**src/rtl/rf_wb_arbiter_pkg.sv**
```systemverilog
// Shared constants and types for the register-file write-port controller.
package rf_wb_arbiter_pkg;

    localparam int unsigned REG_COUNT            = 32;
    localparam int unsigned REG_ADDR_W           = 5;
    localparam int unsigned WAIT_CNT_W           = 4;
    localparam int unsigned STARVE_LIMIT_DEFAULT = 4;

    typedef enum logic [0:0] {
        CLEAR = 1'b0,
        RUN   = 1'b1
    } arb_state_e;

endpackage

```
**src/rtl/rf_scoreboard.sv**
```systemverilog
// Pending-write scoreboard: one bit per architectural register that is still
// owed a result by the multi-cycle unit; x0 can never be pending.
module rf_scoreboard
    import rf_wb_arbiter_pkg::*;
(
    input  logic                  clk,
    input  logic                  reset,
    input  logic                  i_clr_en,
    input  logic [REG_ADDR_W-1:0] i_clr_addr,
    input  logic                  i_set_en,
    input  logic [REG_ADDR_W-1:0] i_set_addr,
    input  logic [REG_ADDR_W-1:0] i_rs1_addr,
    input  logic [REG_ADDR_W-1:0] i_rs2_addr,
    output logic                  o_pend_rs1,
    output logic                  o_pend_rs2
);

    logic [REG_COUNT-1:0] r_pend;
    logic [REG_COUNT-1:0] w_pend_nxt;

    // Set is applied after clear so a re-issued op keeps its bit.
    always_comb begin
        w_pend_nxt = r_pend;
        if (i_clr_en && (i_clr_addr != '0)) begin
            w_pend_nxt[i_clr_addr] = 1'b0;
        end
        if (i_set_en && (i_set_addr != '0)) begin
            w_pend_nxt[i_set_addr] = 1'b1;
        end
        w_pend_nxt[0] = 1'b0;
    end

    always_ff @(posedge clk) begin
        if (reset) begin
            r_pend <= '0;
        end else begin
            r_pend <= w_pend_nxt;
        end
    end

    // Queries read registered state only; a same-cycle clear is not forwarded.
    assign o_pend_rs1 = r_pend[i_rs1_addr];
    assign o_pend_rs2 = r_pend[i_rs2_addr];

endmodule

```
**src/rtl/rf_wb_arbiter.sv**
```systemverilog
// Register-file write-port controller: post-reset zero-fill of x1..x31, then
// arbitration between writeback and a multi-cycle unit with starvation guard.
module rf_wb_arbiter
    import rf_wb_arbiter_pkg::*;
#(
    parameter int unsigned DATA_WIDTH   = 32,
    parameter int unsigned STARVE_LIMIT = STARVE_LIMIT_DEFAULT
) (
    input  logic                  clk,
    input  logic                  reset,
    input  logic                  wb_valid,
    input  logic [REG_ADDR_W-1:0] wb_addr,
    input  logic [DATA_WIDTH-1:0] wb_data,
    output logic                  wb_hold,
    input  logic                  mc_valid,
    input  logic [REG_ADDR_W-1:0] mc_addr,
    input  logic [DATA_WIDTH-1:0] mc_data,
    output logic                  mc_ready,
    input  logic                  sb_set,
    input  logic [REG_ADDR_W-1:0] sb_addr,
    input  logic [REG_ADDR_W-1:0] rs1_addr,
    input  logic [REG_ADDR_W-1:0] rs2_addr,
    output logic                  pend_rs1,
    output logic                  pend_rs2,
    output logic                  rf_wr_en,
    output logic [REG_ADDR_W-1:0] rf_wr_addr,
    output logic [DATA_WIDTH-1:0] rf_wr_data,
    output logic                  init_done
);

    localparam logic [REG_ADDR_W-1:0] LAST_ADDR = REG_ADDR_W'(REG_COUNT - 1);
    localparam logic [WAIT_CNT_W-1:0] WAIT_MAX  = WAIT_CNT_W'(STARVE_LIMIT);

    arb_state_e            r_state;
    arb_state_e            w_state_nxt;
    logic [REG_ADDR_W-1:0] r_clr_addr;
    logic [REG_ADDR_W-1:0] w_clr_addr_nxt;
    logic [WAIT_CNT_W-1:0] r_wait_cnt;
    logic [WAIT_CNT_W-1:0] w_wait_nxt;
    logic                  w_wb_req;
    logic                  w_starve;
    logic                  w_mc_grant;

    assign w_wb_req = wb_valid && (wb_addr != '0);
    assign w_starve = mc_valid && (r_wait_cnt == WAIT_MAX);

    always_ff @(posedge clk) begin
        if (reset) begin
            r_state    <= CLEAR;
            r_clr_addr <= REG_ADDR_W'(1);
            r_wait_cnt <= '0;
        end else begin
            r_state    <= w_state_nxt;
            r_clr_addr <= w_clr_addr_nxt;
            r_wait_cnt <= w_wait_nxt;
        end
    end

    // Next state and write-port / handshake outputs.
    always_comb begin
        w_state_nxt    = r_state;
        w_clr_addr_nxt = r_clr_addr;
        w_mc_grant     = 1'b0;
        rf_wr_en       = 1'b0;
        rf_wr_addr     = '0;
        rf_wr_data     = '0;
        wb_hold        = 1'b0;
        mc_ready       = 1'b0;
        init_done      = 1'b0;

        case (r_state)
            CLEAR: begin
                rf_wr_en       = 1'b1;
                rf_wr_addr     = r_clr_addr;
                wb_hold        = 1'b1;
                w_clr_addr_nxt = r_clr_addr + REG_ADDR_W'(1);
                if (r_clr_addr == LAST_ADDR) begin
                    w_state_nxt = RUN;
                end
            end
            RUN: begin
                init_done = 1'b1;
                if (w_starve) begin
                    w_mc_grant = 1'b1;
                    wb_hold    = 1'b1;
                end else if (w_wb_req) begin
                    rf_wr_en   = 1'b1;
                    rf_wr_addr = wb_addr;
                    rf_wr_data = wb_data;
                end else if (mc_valid) begin
                    w_mc_grant = 1'b1;
                end
                if (w_mc_grant) begin
                    mc_ready   = 1'b1;
                    rf_wr_en   = (mc_addr != '0);
                    rf_wr_addr = mc_addr;
                    rf_wr_data = mc_data;
                end
            end
        endcase
    end

    // Cycles an mc result has waited without acceptance, saturating.
    always_comb begin
        if (!mc_valid || mc_ready) begin
            w_wait_nxt = '0;
        end else if (r_wait_cnt < WAIT_MAX) begin
            w_wait_nxt = r_wait_cnt + WAIT_CNT_W'(1);
        end else begin
            w_wait_nxt = r_wait_cnt;
        end
    end

    rf_scoreboard u_scoreboard (
        .clk        (clk),
        .reset      (reset),
        .i_clr_en   (w_mc_grant),
        .i_clr_addr (mc_addr),
        .i_set_en   (sb_set),
        .i_set_addr (sb_addr),
        .i_rs1_addr (rs1_addr),
        .i_rs2_addr (rs2_addr),
        .o_pend_rs1 (pend_rs1),
        .o_pend_rs2 (pend_rs2)
    );

endmodule

```
**config.mk**
```make
export PLATFORM = sky130hd
export DESIGN_NAME = rf_wb_arbiter
export DESIGN_NICKNAME = d
export VERILOG_FILES = /design/src/rtl/rf_wb_arbiter_pkg.sv /design/src/rtl/rf_scoreboard.sv /design/src/rtl/rf_wb_arbiter.sv
export SDC_FILE = /design/constraint.sdc
export NUM_CORES = 1
export LEC_CHECK = 0
export CAP_MARGIN = 30
export CORE_UTILIZATION = 41
export DETAILED_ROUTE_END_ITERATION = 16
export PLACE_DENSITY_LB_ADDON = 0.3
export SLEW_MARGIN = 30
export SYNTH_ARGS = -nofsm -noshare
export SYNTH_HDL_FRONTEND = slang
export SYNTH_HIERARCHICAL = 1
export SYNTH_SLANG_ARGS = --single-unit
```
**constraint.sdc**
```tcl
create_clock -name clk -period 3.03 [get_ports clk]
set_input_delay 0.7575 -clock clk [delete_from_list [all_inputs] [get_ports clk]]
set_output_delay 0.7575 -clock clk [all_outputs]
set_load 0.01 [all_outputs]
```
==> metrics.cfg <==
[logic_synthesis]
synth_warnings=6
synth_top_area_share_pct=28.9
ys_ff_latch=41
synth-xor-area-share_pct=0.925
ys_top_cells_by_area=dfxtp_1, a22o_1, mux2i_1
synth_top_area_cell=dfxtp_1
synthArstFlopShare_pct=0
syn_inst=349
synth_flop_cell=dfxtp_1
synthAdderAreaFrac_pct=1.76
synth_compound_area_share_pct=28.9
synth_edf_count=0
synthMuxAreaShare_pct=11.8
synth_top_family_by_area=compound AO/OA/AOI/OAI gates
synth_cell_types=40
synth_area_um2=2840
synth_fp_nets=447
ys_seq_area_share_pct=28.9
syn_avg_cell_area_um2=8.14
synthSimpleGateAreaFrac_pct=20.9

[floorplan]
die_area_um2=7260
io_pins=137
start_util_pct=43.5
die_w_um=85.2
die_y_um=85.2
core_area_um2=6530
num_rows=29

[timing]
rsz0062_at_grt=yes
slew_headroom_pct=53.6
worst_pin_slew_ns=0.695
setup_viol=28
tns_ns=-1.90
hold_violations=0
skew_ns=0.00348
period_share_pct=104
min_period_ns=3.14
drv_slew=0
timing.final.ws_setup_ns=-0.112
max_freq_mhz=318

[final_layout]
utilization_pct=68.9
drive_gt1_share_pct=21.5
n_antenna_cell=0
areaGrowthSynthToFinish_pct=58.5
final_cell_mix=clkdlybuf4s50_1, nand2_1, dfxtp_1
final_common_cell=clkdlybuf4s50_1
layout.nets=606

[clocking]
hold_buffers=0
htree_num_levels=2
numCtsBuffers=5
clock_path_buffers=2
cts_sinks=41
cts_tree=done
clk_latency_ns=0.29
path_clk_slew_ns=0.07
root_buffer=clkbuf_8

[route]
routed_wl_um=10000
dr.first_iter.drc_count=249
via_per_inst=5.70
drc=0
ant_nets=0
first_pass_iters=5
wire_per_inst_um=17.1
num_vias=3336

[pwr]
vdd_drop_max_mv=0.225
p_leak_uw=0.00184
power_density_nw_per_um2=285

[worst_setup_path]
cp_slowest_stage_delay_ns=0.55
path_max_fanout=7
path_buf_inv=5
crit_type=input pin to primary output
cp_slowest_cell=or4_4
cp_top_family=simple AND/OR/NAND/NOR gates
worstPathArrival_ns=2.38
cp-end-kind=primary output
cp_cell_sequence=buf_6, or4_4, o211ai_4, and3_4, buf_6, buf_6, buf_6, a22o_1, buf_2
required_ns=2.27
cpMostUsedCell=buf_6
cp-start-kind=input pin

[hold_path]
hold_class=register to register

[run]
maxCapViolations=0

[place]
io_buffers=136
gp_congestion=0.875
dp_hpwl_um=7530

[grt]
grt_pass1_wl_um=15400
overflow=0
grt_pass1_vias=3107
grt_use_total_pct=26.9
antenna_found_initial=0
grt_max_degree=32

[run_status]
violations=setup timing
status=finished, violations left

path summary, 6_finish.rpt:
check                                                start                                  to  slack [ns]  cells after the start
worst max-delay path                            wb_addr[1]                       rf_wr_data[5]       -0.11                      9
worst min-delay path            r_wait_cnt[3]$_SDFFE_PP0N_          r_wait_cnt[3]$_SDFFE_PP0N_        0.48                      2
worst max register to register  r_wait_cnt[0]$_SDFFE_PP0N_  u_scoreboard/r_pend[15]$_SDFF_PP0_        0.74                     13
worst min register to register  r_wait_cnt[3]$_SDFFE_PP0N_          r_wait_cnt[3]$_SDFFE_PP0N_        0.48                      2
metal layers:
metal	up-vias	GRT usage [%]	wire length, µm	part of all wire, %
met1	1577	35.5	4250	42
met4	0	6.01	141	1.4
met3	19	5.25	644	6.4
met2	133	45.5	4970	50
met5	-	0	0	0
li1	1607	-	-	-
synthesized netlist by cell type (2+ instances only):
cell,n
a22o_2,2
dfxtp_1,41
nand2b_1,11
o211ai_1,2
a21oi_1,39
mux4_2,6
nor2_1,24
o21ai_0,33
a22o_1,29
nand2_1,44
nor2b_1,12
clkbuf_1,11
a211oi_1,2
xnor2_1,2
ha_1,4
buf_12,4
and2_1,2
nand4_1,4
and3_1,4
mux2i_1,20
o2111ai_1,2
a221o_2,5
buf_2,6
nand3_1,15
a22oi_1,4
inv_1,7
kinds of logic after synthesis:
logic type | count (synthesis)
flip-flops | 41
adder cells (fa/ha/maj) | 4
multiplexers | 26
AND/OR/NAND/NOR | 123
buffers and inverters | 29
AO/OA/AOI/OAI | 123
XOR/XNOR | 3
where the power goes:
group          leakage, µW  switching (µW)  internal [µW]
Sequential        0.000332            11.5            551
Clock            0.0000540             181            239
Combinational      0.00146             119            182
sequential cells by signal (all words and copies together) (netlist names):
| register | cells |
|---|---|
| r_clr_addr | 5 |
| u_scoreboard/r_pend | 31 |
| r_state | 1 |
| r_wait_cnt | 4 |
cell type report:
class	instances	area [µm²]
fillers	535	2030
inverters	7	26.3
clock inverters	2	35.0
well taps	77	96.3
flip-flops and latches	41	822
repair buffers	174	1620
multi-input cells	279	1840
clock buffers	5	68.8
per-stage QoR:
stage	instance area, µm²	total power [µW]	worst slack (ns)	cells	hold WS, ns
after floorplan	2840	676	0.143	349	0.447
after global placement	4390	866	-0.708	568	0.461
after detailed placement	4390	872	-0.737	568	0.470
after CTS	4530	1290	-0.180	586	0.481
after global routing	4500	1330	-0.151	585	0.505
final	4500	1280	-0.112	585	0.481
what timing repair did:
| action | CTS | global route |
|---|---|---|
| setup endpoints to repair | 42 | 40 |
| buffers inserted | 8 | 2 |
| pin swaps | 11 | 14 |
| resized for setup | 196 | 10 |
| cloned | 3 | 0 |
worst register-to-register path: cells and delay by family, from the launching register on:
family	cells	cell delay, ns
simple gates	4	0.69
buf+inv	5	0.57
fa+ha+maj	1	0.15
compound gates	3	0.44
flops	1	0.34
Note: power is estimated with default switching activity, not from simulation.
==> patch (same settings) <==
Change the parameter `DATA_WIDTH` from 32 to 24.
--- a/src/rtl/rf_wb_arbiter.sv
+++ b/src/rtl/rf_wb_arbiter.sv
@@ -5,3 +5,3 @@
 #(
-    parameter int unsigned DATA_WIDTH   = 32,
+    parameter int unsigned DATA_WIDTH   = 24,
     parameter int unsigned STARVE_LIMIT = STARVE_LIMIT_DEFAULT
Ports: changed (resized mc_data, rf_wr_data and wb_data); port bits go from 137 to 113. No check against the original RTL was run, so the function may have changed too.
==> patch against the original RTL <==
- the run still ends with negative setup slack left
- clock power is 17% lower
- highest routed layer unchanged
- total power is 7.5% lower
- worst setup slack worse by 0.038 ns
- sequential cell count stayed put
- area after synthesis is 4.5% lower
- critical path depth stayed put
- first-iteration DRC count is 16% higher
- count of clock-buffer cells in the layout stayed put
- final area is 6.3% lower
- hold slack worse by 0.0041 ns
- routed wire length is 5.6% lower
==> patch: results (changes against the original RTL) <==
Parameter                              Value

Run status
  Result of the run ... complete, but fails checks
  Violated checks ... negative setup slack

Logic synthesis
  Mux contribution to synthesized area ... 0.124 (+0.00555)
  Adder and majority cell fraction of the synthesized area ... 0.0185 (+0.000829)
  Count of mapped cells out of synthesis ... 339 (-2.9%)
  Compound-cell area share of the yosys netlist ... 0.274 (-0.0159)

Global route
  Met1 Resource Use GR ... 0.321 (-0.0341)
  Largest net degree at the start of global routing ... 39 (+22%)
  GR Util met2 ... 0.452 (-0.00297)

Final layout
  Fraction of area in multi-input gates ... 0.422 (+0.0134)
  Multi-Input Combinational ... 274 (-1.8%)
  Fraction of layout instances using a drive strength above 1 ... 0.209 (-0.00598)

Placement
  Routability Congestion ... 0.857 (-2.0%)
  Total half-perimeter wirelength after legalization and detailed placement ... 6840 um (-9.2%)
  Dpl cell area ... 4060 um2 (-7.6%)

Setup path
  Path depth of the worst reg2reg path ... 16 (+3)
  Capture point of the worst path ... rf_wr_data[11]
  RR Endpoint ... u_scoreboard/r_pend[14]
  Worst reg-to-reg setup slack ... 0.50 ns (-0.24 ns)
  Arrival time at the worst endpoint ... 2.42 ns (+0.04 ns)

STA
  Worst path setup slack after routing ... -0.150 ns (-0.0381 ns)
  Setup TNS after final layout ... -0.851 ns (+1.05 ns)
  # setup viols final ... 15 (-46%)

Drt
  Average routed wire per standard cell ... 16.7 um (-2.5%)

Power and ir drop
  Worst IR drop on VDD ... 0.175 mV (-22%)
  Net switching fraction of the power ... 0.268 (+0.0257)
  Leakage power figure ... 1.73 nW (-6.1%)
patch: changes by cell type after synthesis, moves of 2 or more:
cell / delta
sky130_fd_sc_hd__a221o_2: -5
sky130_fd_sc_hd__buf_12: -2
sky130_fd_sc_hd__a22o_1: -6
sky130_fd_sc_hd__a221o_1: +5
sky130_fd_sc_hd__a22o_2: -2
patch: how the worst min path moves through the flow:
stage,from,endpoint,slack (ns),cells past startpoint
final,r_wait_cnt[3],r_wait_cnt[3],0.48,2
after CTS,r_wait_cnt[3],r_wait_cnt[3],0.48,2
after global placement,r_wait_cnt[3],r_wait_cnt[3],0.47,2
after floorplan,r_wait_cnt[3],r_wait_cnt[3],0.45,2
after detailed placement,r_wait_cnt[3],r_wait_cnt[3],0.47,2
after global routing,u_scoreboard/r_pend[13],u_scoreboard/r_pend[13],0.52,2
